### src/rtl/entity_scan_scheduler_if.sv
// Sprite-line fetch request channel between the entity scheduler and the sprite ROM.
// The master drives the request and the slave returns ready.
interface entity_scan_scheduler_if;
  logic       req_valid;
  logic       req_ready;
  logic [3:0] req_sprite_id;
  logic [1:0] req_orientation;
  logic [2:0] req_line;
  logic       req_hit;

  modport master (
    output req_valid, req_sprite_id, req_orientation, req_line, req_hit,
    input  req_ready
  );

  modport slave (
    input  req_valid, req_sprite_id, req_orientation, req_line, req_hit,
    output req_ready
  );
endinterface

### src/rtl/entity_scan_scheduler.sv
// Per-tile entity scheduler: scans nine slots in priority order and issues one sprite-line fetch.
// Optional macro ARRAY_SCAN_EN enables horizontal span matching for slot 6 (entity_7_Array).
//
// state | meaning
// IDLE  | waiting for tile_start
// SCAN  | evaluating one slot per cycle, slot 0 first
// ISSUE | request latched; req_valid held until accepted
module entity_scan_scheduler #(
  parameter int         NUM_SLOTS = 9,
  parameter logic [3:0] EMPTY_ID  = 4'hF
) (
  input  logic                 clk_in,
  input  logic                 reset,
  input  logic                 tile_start,
  input  logic [3:0]           tile_h,
  input  logic [3:0]           tile_v,
  input  logic [2:0]           line_index,
  input  logic [13:0]          entity_1,
  input  logic [13:0]          entity_2,
  input  logic [13:0]          entity_3,
  input  logic [13:0]          entity_4,
  input  logic [13:0]          entity_5,
  input  logic [13:0]          entity_6,
  input  logic [17:0]          entity_7_Array,
  input  logic [13:0]          entity_8_Flip,
  input  logic [13:0]          entity_9_Flip,
  entity_scan_scheduler_if.master req,
  output logic                 scan_busy,
  output logic [7:0]           overrun_count
);

  typedef enum logic [1:0] {IDLE, SCAN, ISSUE} state_t;

  localparam logic [3:0] LAST_SLOT  = 4'(NUM_SLOTS - 1);
  localparam logic [3:0] ARRAY_SLOT = 4'd6;
  localparam logic [3:0] FLIP_SLOT  = 4'd7;

  state_t     state_q, state_d;
  logic [3:0] slot_q, slot_d;
  logic [3:0] tile_h_q, tile_h_d;
  logic [3:0] tile_v_q, tile_v_d;
  logic [2:0] line_q, line_d;
  logic       valid_q, valid_d;
  logic [3:0] id_q, id_d;
  logic [1:0] orient_q, orient_d;
  logic [2:0] req_line_q, req_line_d;
  logic       hit_q, hit_d;
  logic [7:0] ovr_q, ovr_d;

  logic [13:0] slot_ent;
  logic [3:0]  cur_id;
  logic [1:0]  cur_orient;
  logic [3:0]  cur_x;
  logic [3:0]  cur_y;
  logic        x_match;
  logic        slot_match;

  // Entities are read live; the slot counter picks which one is examined this cycle.
  always_comb begin
    slot_ent = entity_1;
    case (slot_q)
      4'd0:    slot_ent = entity_1;
      4'd1:    slot_ent = entity_2;
      4'd2:    slot_ent = entity_3;
      4'd3:    slot_ent = entity_4;
      4'd4:    slot_ent = entity_5;
      4'd5:    slot_ent = entity_6;
      4'd6:    slot_ent = entity_7_Array[17:4];
      4'd7:    slot_ent = entity_8_Flip;
      4'd8:    slot_ent = entity_9_Flip;
      default: slot_ent = {EMPTY_ID, 10'd0};
    endcase
  end

  assign cur_id     = slot_ent[13:10];
  assign cur_orient = slot_ent[9:8];
  assign cur_x      = slot_ent[7:4];
  assign cur_y      = slot_ent[3:0];

`ifdef ARRAY_SCAN_EN
  logic [4:0] col_off;
  logic [4:0] span;

  // A negative offset sets bit 4, so the array never wraps past column 15.
  assign col_off = {1'b0, tile_h_q} - {1'b0, cur_x};
  assign span    = (entity_7_Array[3:0] == 4'd0) ? 5'd1 : {1'b0, entity_7_Array[3:0]};
  assign x_match = (slot_q == ARRAY_SLOT) ? (!col_off[4] && (col_off < span))
                                          : (cur_x == tile_h_q);
`else
  logic unused_len;

  assign unused_len = ^entity_7_Array[3:0];
  assign x_match    = (cur_x == tile_h_q);
`endif

  assign slot_match = (cur_id != EMPTY_ID) && x_match && (cur_y == tile_v_q);

  always_ff @(posedge clk_in or negedge reset) begin
    if (!reset) begin
      state_q    <= IDLE;
      slot_q     <= 4'd0;
      tile_h_q   <= 4'd0;
      tile_v_q   <= 4'd0;
      line_q     <= 3'd0;
      valid_q    <= 1'b0;
      id_q       <= EMPTY_ID;
      orient_q   <= 2'd0;
      req_line_q <= 3'd0;
      hit_q      <= 1'b0;
      ovr_q      <= 8'd0;
    end else begin
      state_q    <= state_d;
      slot_q     <= slot_d;
      tile_h_q   <= tile_h_d;
      tile_v_q   <= tile_v_d;
      line_q     <= line_d;
      valid_q    <= valid_d;
      id_q       <= id_d;
      orient_q   <= orient_d;
      req_line_q <= req_line_d;
      hit_q      <= hit_d;
      ovr_q      <= ovr_d;
    end
  end

  always_comb begin
    state_d    = state_q;
    slot_d     = slot_q;
    tile_h_d   = tile_h_q;
    tile_v_d   = tile_v_q;
    line_d     = line_q;
    valid_d    = valid_q;
    id_d       = id_q;
    orient_d   = orient_q;
    req_line_d = req_line_q;
    hit_d      = hit_q;
    ovr_d      = ovr_q;

    case (state_q)
      IDLE: begin
        valid_d = 1'b0;
      end
      SCAN: begin
        if (slot_match) begin
          id_d       = cur_id;
          orient_d   = cur_orient;
          req_line_d = (slot_q >= FLIP_SLOT) ? ~line_q : line_q;
          hit_d      = 1'b1;
          state_d    = ISSUE;
        end else if (slot_q == LAST_SLOT) begin
          id_d       = EMPTY_ID;
          orient_d   = 2'd0;
          req_line_d = line_q;
          hit_d      = 1'b0;
          state_d    = ISSUE;
        end else begin
          slot_d = slot_q + 4'd1;
        end
      end
      ISSUE: begin
        // First ISSUE cycle raises valid; later cycles wait for the handshake.
        if (valid_q && req.req_ready) begin
          valid_d = 1'b0;
          state_d = IDLE;
        end else begin
          valid_d = 1'b1;
        end
      end
      default: begin
        state_d = IDLE;
        valid_d = 1'b0;
      end
    endcase

    // A new tile always wins, including over a simultaneous handshake.
    if (tile_start) begin
      if (state_q != IDLE && ovr_q != 8'hFF) begin
        ovr_d = ovr_q + 8'd1;
      end
      state_d  = SCAN;
      slot_d   = 4'd0;
      tile_h_d = tile_h;
      tile_v_d = tile_v;
      line_d   = line_index;
      valid_d  = 1'b0;
    end
  end

  assign req.req_valid       = valid_q;
  assign req.req_sprite_id   = id_q;
  assign req.req_orientation = orient_q;
  assign req.req_line        = req_line_q;
  assign req.req_hit         = hit_q;
  assign scan_busy           = (state_q != IDLE);
  assign overrun_count       = ovr_q;

endmodule

### src/flat_wrapper.sv
// flat-port wrapper written by rule: the top's interface ports become plain ports
module entity_scan_scheduler_flat 
#(
  parameter int         NUM_SLOTS = 9,
  parameter logic [3:0] EMPTY_ID  = 4'hF
)
  (clk_in, reset, tile_start, tile_h, tile_v, line_index, entity_1, entity_2, entity_3, entity_4, entity_5, entity_6, entity_7_Array, entity_8_Flip, entity_9_Flip, scan_busy, overrun_count, req_req_valid, req_req_sprite_id, req_req_orientation, req_req_line, req_req_hit, req_req_ready);
  entity_scan_scheduler_if req_i ();
  input  logic clk_in;
  input  logic reset;
  input  logic tile_start;
  input  logic [3:0] tile_h;
  input  logic [3:0] tile_v;
  input  logic [2:0] line_index;
  input  logic [13:0] entity_1;
  input  logic [13:0] entity_2;
  input  logic [13:0] entity_3;
  input  logic [13:0] entity_4;
  input  logic [13:0] entity_5;
  input  logic [13:0] entity_6;
  input  logic [17:0] entity_7_Array;
  input  logic [13:0] entity_8_Flip;
  input  logic [13:0] entity_9_Flip;
  output logic scan_busy;
  output logic [7:0] overrun_count;
  output wire logic [$bits(req_i.req_valid)-1:0] req_req_valid;
  output wire logic [$bits(req_i.req_sprite_id)-1:0] req_req_sprite_id;
  output wire logic [$bits(req_i.req_orientation)-1:0] req_req_orientation;
  output wire logic [$bits(req_i.req_line)-1:0] req_req_line;
  output wire logic [$bits(req_i.req_hit)-1:0] req_req_hit;
  input wire logic [$bits(req_i.req_ready)-1:0] req_req_ready;
  assign req_req_valid = req_i.req_valid;
  assign req_req_sprite_id = req_i.req_sprite_id;
  assign req_req_orientation = req_i.req_orientation;
  assign req_req_line = req_i.req_line;
  assign req_req_hit = req_i.req_hit;
  assign req_i.req_ready = req_req_ready;
  entity_scan_scheduler #(.NUM_SLOTS(NUM_SLOTS), .EMPTY_ID(EMPTY_ID)) u_core (.clk_in(clk_in), .reset(reset), .tile_start(tile_start), .tile_h(tile_h), .tile_v(tile_v), .line_index(line_index), .entity_1(entity_1), .entity_2(entity_2), .entity_3(entity_3), .entity_4(entity_4), .entity_5(entity_5), .entity_6(entity_6), .entity_7_Array(entity_7_Array), .entity_8_Flip(entity_8_Flip), .entity_9_Flip(entity_9_Flip), .req(req_i), .scan_busy(scan_busy), .overrun_count(overrun_count));
endmodule
### config.mk
export PLATFORM = sky130hd
export DESIGN_NAME = entity_scan_scheduler_flat
export DESIGN_NICKNAME = d
export VERILOG_FILES = /design/src/rtl/entity_scan_scheduler_if.sv /design/src/rtl/entity_scan_scheduler.sv /design/src/flat_wrapper.sv
export SDC_FILE = /design/constraint.sdc
export NUM_CORES = 1
export LEC_CHECK = 0
export ABC_AREA = 0
export ABC_CLOCK_PERIOD_IN_PS = 7700
export BUFFER_PORTS_ARGS = -buffer_cell sky130_fd_sc_hd__clkbuf_2
export CORE_MARGIN = 1.5
export CORE_UTILIZATION = 45
export CTS_CLUSTER_SIZE = 14
export DETAILED_ROUTE_END_ITERATION = 12
export GPL_ROUTABILITY_DRIVEN = 0
export PLACE_DENSITY = 0.79
export SKIP_LAST_GASP = 1
export SLEW_MARGIN = 25
export SYNTH_ARGS = -nofsm -noshare
export SYNTH_HDL_FRONTEND = slang
export SYNTH_SLANG_ARGS = --single-unit
export TNS_END_PERCENT = 1
### constraint.sdc
create_clock -name clk_in -period 7.7 [get_ports clk_in]
set_input_delay 0.385 -clock clk_in [delete_from_list [all_inputs] [get_ports clk_in]]
set_output_delay 0.385 -clock clk_in [all_outputs]
set_load 0.01 [all_outputs]
== Word level (Yosys, flattened, before mapping) ==
Cells that the tools add are included.
Operators by class
  add/subtract/negate cells: 2
  order comparisons: 1
  eq/ne operators: 20
  mux-type cells: 22
  bitwise logic cells: 1
  reduce and logical (&&, ||, !) cells: 13
Operators with widths (number)
  14-bit case mux with 9 select lines: 1
  4-bit two-way mux: 6
  4-bit by 3-bit equality test with 1-bit output, second input constant: 4
  2-bit two-way mux: 6
  3-bit two-way mux: 3
  8-bit by 1-bit adder with 8-bit output, second input constant: 1
  4-bit by 2-bit equality test with 1-bit output, second input constant: 2
  4-bit equality test: 2
  2-bit != test, second input constant: 4
  8-bit != test, second input constant: 1
  2-bit case mux with 3 select lines: 1
  3-bit AND reduction: 2
  2-bit nonzero test: 3
  4-bit by 1-bit adder with 4-bit output, second input constant: 1
  4-bit by 1-bit equality test with 1-bit output, second input constant: 1
  4-bit equality test, second input constant: 1
  4-bit by 3-bit >= comparator with 1-bit output, second input constant: 1
  1-bit logical AND: 4
  4-bit logical NOT: 1
  1-bit two-way mux: 4
  4-bit by 2-bit != test with 1-bit output, second input constant: 1
  4-bit != test, second input constant: 1
  2-bit AND reduction: 2
  3-bit by 2-bit != test with 1-bit output, second input constant: 1
  other kinds (5): 5
Storage, ports and cells
  register bits: 36
  input port bits: 145
  output and inout port bits: 20

== Longest topological paths before layout ==
  word-level depth: 8
  depth in mapped cells: 14
  mapped depth without buffers: 10

== Worst setup path before layout ==
No wires, ideal clock.
  path type: register to register
  start point: register u_core.slot_q[0]
  end point: register u_core.req_line_q[2] (netlist: u_core.req.req_line[2])
  library setup time: 0.066 ns
  arrival time: 2.727 ns
  required time: 7.634 ns
  path slack: 4.907 ns
  stages on the path, launching flop included: 15
  period minus slack after synthesis: 2.793 ns
  cell sequence: dfrtp_1 > inv_1 > ha_1 > buf_2 > buf_2 > a22oi_1 > a21oi_1 > a2111oi_1 > nor4_1 > nor4_1 > and2_1 > buf_6 > buf_6 > mux2i_1 > and3_1
On the way
  longest elaborated chain between the ends: 7
RTL lines
  from (decl): line entity_scan_scheduler.sv:39  | logic [3:0] slot_q, slot_d;
  from (signal assigned): line entity_scan_scheduler.sv:113  | slot_q <= slot_d;
  4-bit equality test, or another cell as far along: line entity_scan_scheduler.sv:61, entity_scan_scheduler.sv:150
  14-bit case mux with 9 select lines: line entity_scan_scheduler.sv:61  | case (slot_q)
  4-bit != test or 4-bit equality test (tied branches): line entity_scan_scheduler.sv:96, entity_scan_scheduler.sv:93
  1-bit logical AND (2 in series): line entity_scan_scheduler.sv:96  | assign slot_match = (cur_id != EMPTY_ID) && x_match && (cur_y == tile_v_q);
  2-bit nonzero test (no source line)
  2-bit AND reduction (no source line)
  to (signal assigned): line entity_scan_scheduler.sv:120  | req_line_q <= req_line_d;
  to (decl): line entity_scan_scheduler.sv:46  | logic [2:0] req_line_q, req_line_d;
Parallel ways exist; a longest one is shown, timed or not.
A chain may end at the register's enable or synchronous reset.

== Final worst setup path ==
  start point: register u_core.slot_q[0]
  end point: register u_core.orient_q[0] (netlist: u_core.req.req_orientation[0])
On the way
  longest elaborated chain between the ends: 7
RTL lines
  4-bit equality test, or another cell as far along: line entity_scan_scheduler.sv:61, entity_scan_scheduler.sv:150
  14-bit case mux with 9 select lines: line entity_scan_scheduler.sv:61
  4-bit != test or 4-bit equality test (tied branches): line entity_scan_scheduler.sv:96, entity_scan_scheduler.sv:93
  1-bit logical AND (2 in series): line entity_scan_scheduler.sv:96
  2-bit nonzero test (no source line)
  2-bit AND reduction (no source line)
  to (signal assigned): line entity_scan_scheduler.sv:119  | orient_q <= orient_d;
  to (decl): line entity_scan_scheduler.sv:45  | logic [1:0] orient_q, orient_d;
Parallel ways exist; a longest one is shown, timed or not.

==> insert_results.sql <==
INSERT INTO impl_metrics (metric_group, metric, value, unit) VALUES
('route', 'totalWireLength', '9.13', 'mm'),
('worst_setup_path', 'crit-reg2reg-launch', 'u_core.slot_q[0]', ''),
('floorplanning', 'design.die.area', '6930', 'um2'),
('global_routing', 'initial_antenna_violation_count', '0', ''),
('power_and_ir_drop', 'share_clk_of_total_power', '17.2', '%'),
('sta', 'hold_viol', '0', ''),
('synthesis', 'postSynthCellCount', '323', ''),
('route', 'drt_iter0_markers', '260', ''),
('synthesis', 'yosys.area.top_type_share', '27.6', '%'),
('worst_setup_path', 'critical_path.startpoint_type', 'flip-flop', ''),
('sta', 'grt_setup_unrepaired', 'no', ''),
('final_layout', 'finalNetCount', '615', ''),
('floorplanning', 'core', '6280', 'um2'),
('route', 'drc_errors', '0', ''),
('sta', 'final.min_clock_period', '3.86', 'ns'),
('synthesis', 'synth_enable_flop_cells', '0', ''),
('worst_setup_path', 'path_type_of_the_worst_setup_path', 'flip-flop to flip-flop', ''),
('floorplanning', 'rows', '29', ''),
('worst_setup_path', 'timing.reg2reg.setup_slack', '3.84', 'ns'),
('worst_setup_path', 'crit_fanout', '27', ''),
('synthesis', 'synthTopCellsByArea', 'dfrtp_1 28%, mux2_2 6.6%, mux2i_1 5.9%, a22oi_1 4.4%, a21oi_1 3.6%', ''),
('sta', 'maxSlewViolCount', '0', ''),
('floorplanning', 'die-width', '83.2', 'um'),
('synthesis', 'yosys.cell_types.count', '62', ''),
('final_layout', 'syn2layout_area_growth', '29.3', '%'),
('final_layout', 'num_antenna_cells', '0', ''),
('floorplanning', 'initial_core_util', '46.1', '%'),
('final_layout', 'final_layout_size_suffix_gt1_share', '42.1', '%'),
('synthesis', 'ys_warn_count', '0', ''),
('synthesis', 'post_synth_instance_area', '2900', 'um2'),
('final_layout', 'layoutNonFillerInstCount', '543', ''),
('synthesis', 'asyncSetResetFlopFracSynth', '100', '%'),
('global_routing', 'grt_use_total', '26.3', '%'),
('sta', 'finalSetupViolations', '0', ''),
('placed_design', 'number_of_port_buffers', '160', ''),
('worst_setup_path', 'cpLargestDelayFamily', 'simple AND/OR/NAND/NOR gates', ''),
('synthesis', 'synth_top_flop_cell', 'dfrtp_1', ''),
('sta', 'final.setup.tns', '0', 'ns'),
('route', 'drt-wirelength-per-cell', '16.8', 'um'),
('power_and_ir_drop', 'power.leakage', '1.81', 'nW'),
('clock_tree', 'tritoncts_clock_tree', 'done', ''),
('clock_tree', 'tritoncts.num_buffers', '5', ''),
('status', 'status', 'completed', ''),
('route', 'drtPass1Iterations', '5', ''),
('synthesis', 'postSynthRegisterBits', '36', ''),
('worst_setup_path', 'rr_worst_depth', '10', ''),
('synthesis', 'synth.net_count', '473', ''),
('sta', 'worst_slew_margin_rel', '34.1', '%'),
('route', 'via_count', '3241', ''),
('run', 'cap_violations', '0', ''),
('floorplanning', 'num_io_pins', '165', ''),
('power_and_ir_drop', 'power_share_of_the_combinational_group', '47.6', '%'),
('power_and_ir_drop', 'power.density_cell_area', '215', 'nW/um2'),
('clock_tree', 'cts-resized-gates', '0', ''),
('global_routing', 'globalRoute.totalOverflow', '0', ''),
('route', 'antenna_left', '0', ''),
('clock_tree', 'clk-insertion-delay-late', '0.29', 'ns'),
('synthesis', 'synth_sequential_area_ratio', '31.3', '%'),
('worst_setup_path', 'cp.arrival', '4.04', 'ns'),
('placed_design', 'dp.cells', '535', ''),
('sta', 'worst_hold_slack', '0.211', 'ns'),
('worst_setup_path', 'worst_r2r_endpoint', 'u_core.req.req_orientation[0]', ''),
('power_and_ir_drop', 'ir_drop', '160', 'uV'),
('clock_tree', 'max-clock-path-buffers', '2', ''),
('floorplanning', 'die_h', '83.2', 'um'),
('global_routing', 'wire_length_of_the_first_global_routing_pass', '14.8', 'mm'),
('sta', 'min_period_over_period', '50.1', '%'),
('power_and_ir_drop', 'p_sw_share', '39.4', '%'),
('worst_setup_path', 'cpMaxStageDelayCell', 'ha_1', ''),
('route', 'avgViaCountPerCell', '5.97', ''),
('clock_tree', 'post-cts-setup-buffer-count', '0', '');
==> synthesized netlist by cell type, types with 4 or more instances <==
cell	instances
dfrtp_1	32
a21oi_1	21
nand2_1	21
a22oi_1	17
mux2_2	17
mux2i_1	17
nor2_1	14
nor3_1	13
a22o_1	10
inv_1	10
nand3_1	10
o21ai_0	10
buf_2	8
and3_1	7
clkbuf_1	7
nand4_1	6
a222oi_1	5
ha_1	5
xnor2_1	5
a211oi_1	4
buf_1	4
buf_4	4
buf_6	4
dfstp_2	4
o22ai_1	4
==> sequential cells by signal, indices dropped and copies added (netlist names) <==
register and cells:
u_core.line_q 3, u_core.overrun_count 8, u_core.req.req_hit 1, u_core.req.req_line 3, u_core.req.req_orientation 2, u_core.req.req_sprite_id 4, u_core.req.req_valid 1, u_core.slot_q 4
u_core.state_q 2, u_core.tile_h_q 4, u_core.tile_v_q 4
==> layout make-up <==
cell class                 instances  area (um2)
fill                             572        2530
multi-input combinational        250        1800
sequential                        36         906
timing repair buffer             162         816
tap                               77        96.3
clock buffer                       6        82.6
inverter                          10        37.5
clock inverter                     2        10.0
==> cell families after synthesis <==
| logic type | synth area share, % |
|---|---|
| adder cells (fa/ha/maj) | 2.16 |
| flip-flops | 31.3 |
| XOR/XNOR | 2.42 |
| buffers and inverters | 6.70 |
| AND/OR/NAND/NOR | 18.1 |
| AO/OA/AOI/OAI | 26.9 |
| multiplexers | 12.5 |
==> layout by cell type, fill, tap and decap left out, drive strengths merged, types with 3 or more instances in the layout <==
master and instances:
nor3 14, a221oi 3, nand3 10, nand4b 3
a22oi 17, o22ai 4, a22o 10, clkbuf 166
nor2 14, xnor2 5, dfstp 4, nand2 22
ha 5, and3 7, inv 10, nand4 6
xor2 3, mux2i 17, mux2 17, nor2b 3
a21oi 21, or2 3, nor4 3, a2111oi 3
a211oi 4, o21ai 11, o2bb2ai 3, o21bai 3
and2 3, dfrtp 32, a222oi 5, nand2b 3
==> power groups by stage <==
stage	logic [mW]	registers [mW]	clock network [mW]
final	0.384	0.284	0.138
after global routing	0.420	0.291	0.154
after CTS	0.382	0.284	0.143
after detailed placement	0.381	0.286	0
after global placement	0.371	0.283	0
after floorplan	0.245	0.294	0
==> stage by stage <==
| step | cell area [um2] | utilization, % | setup WS, ns | power (mW) |
|---|---|---|---|---|
| floorplan | 2900 | - | 4.91 | 0.539 |
| global placement | 3650 | 58.2 | 3.95 | 0.654 |
| detailed placement | 3650 | 58.2 | 3.86 | 0.666 |
| CTS | 3740 | 59.7 | 3.84 | 0.809 |
| global route | 3740 | 59.7 | 3.49 | 0.865 |
| finish | 3740 | 59.7 | 3.84 | 0.806 |
==> worst max path at each step <==
stage,from,slack (ns),cells after the start,end
2_1_floorplan,u_core.slot_q[0],4.91,14,u_core.req.req_line[2]
3_3_place_gp,u_core.slot_q[1],3.95,10,u_core.req.req_orientation[1]
3_5_place_dp,u_core.slot_q[1],3.86,10,u_core.state_q[0]
4_1_cts,u_core.slot_q[1],3.84,10,u_core.state_q[0]
5_1_grt,u_core.slot_q[1],3.49,10,u_core.req.req_orientation[1]
6_report,u_core.slot_q[0],3.84,10,u_core.req.req_orientation[0]
==> routing by layer <==
metal	GRT usage [%]	vias to the layer above	share of wire [%]
li1	-	1525	-
met1	32.9	1538	40
met2	45.2	155	50
met3	4.87	23	7.1
met4	9.70	0	2.6
met5	0	-	0
Note: power is estimated with default switching activity, not from simulation.
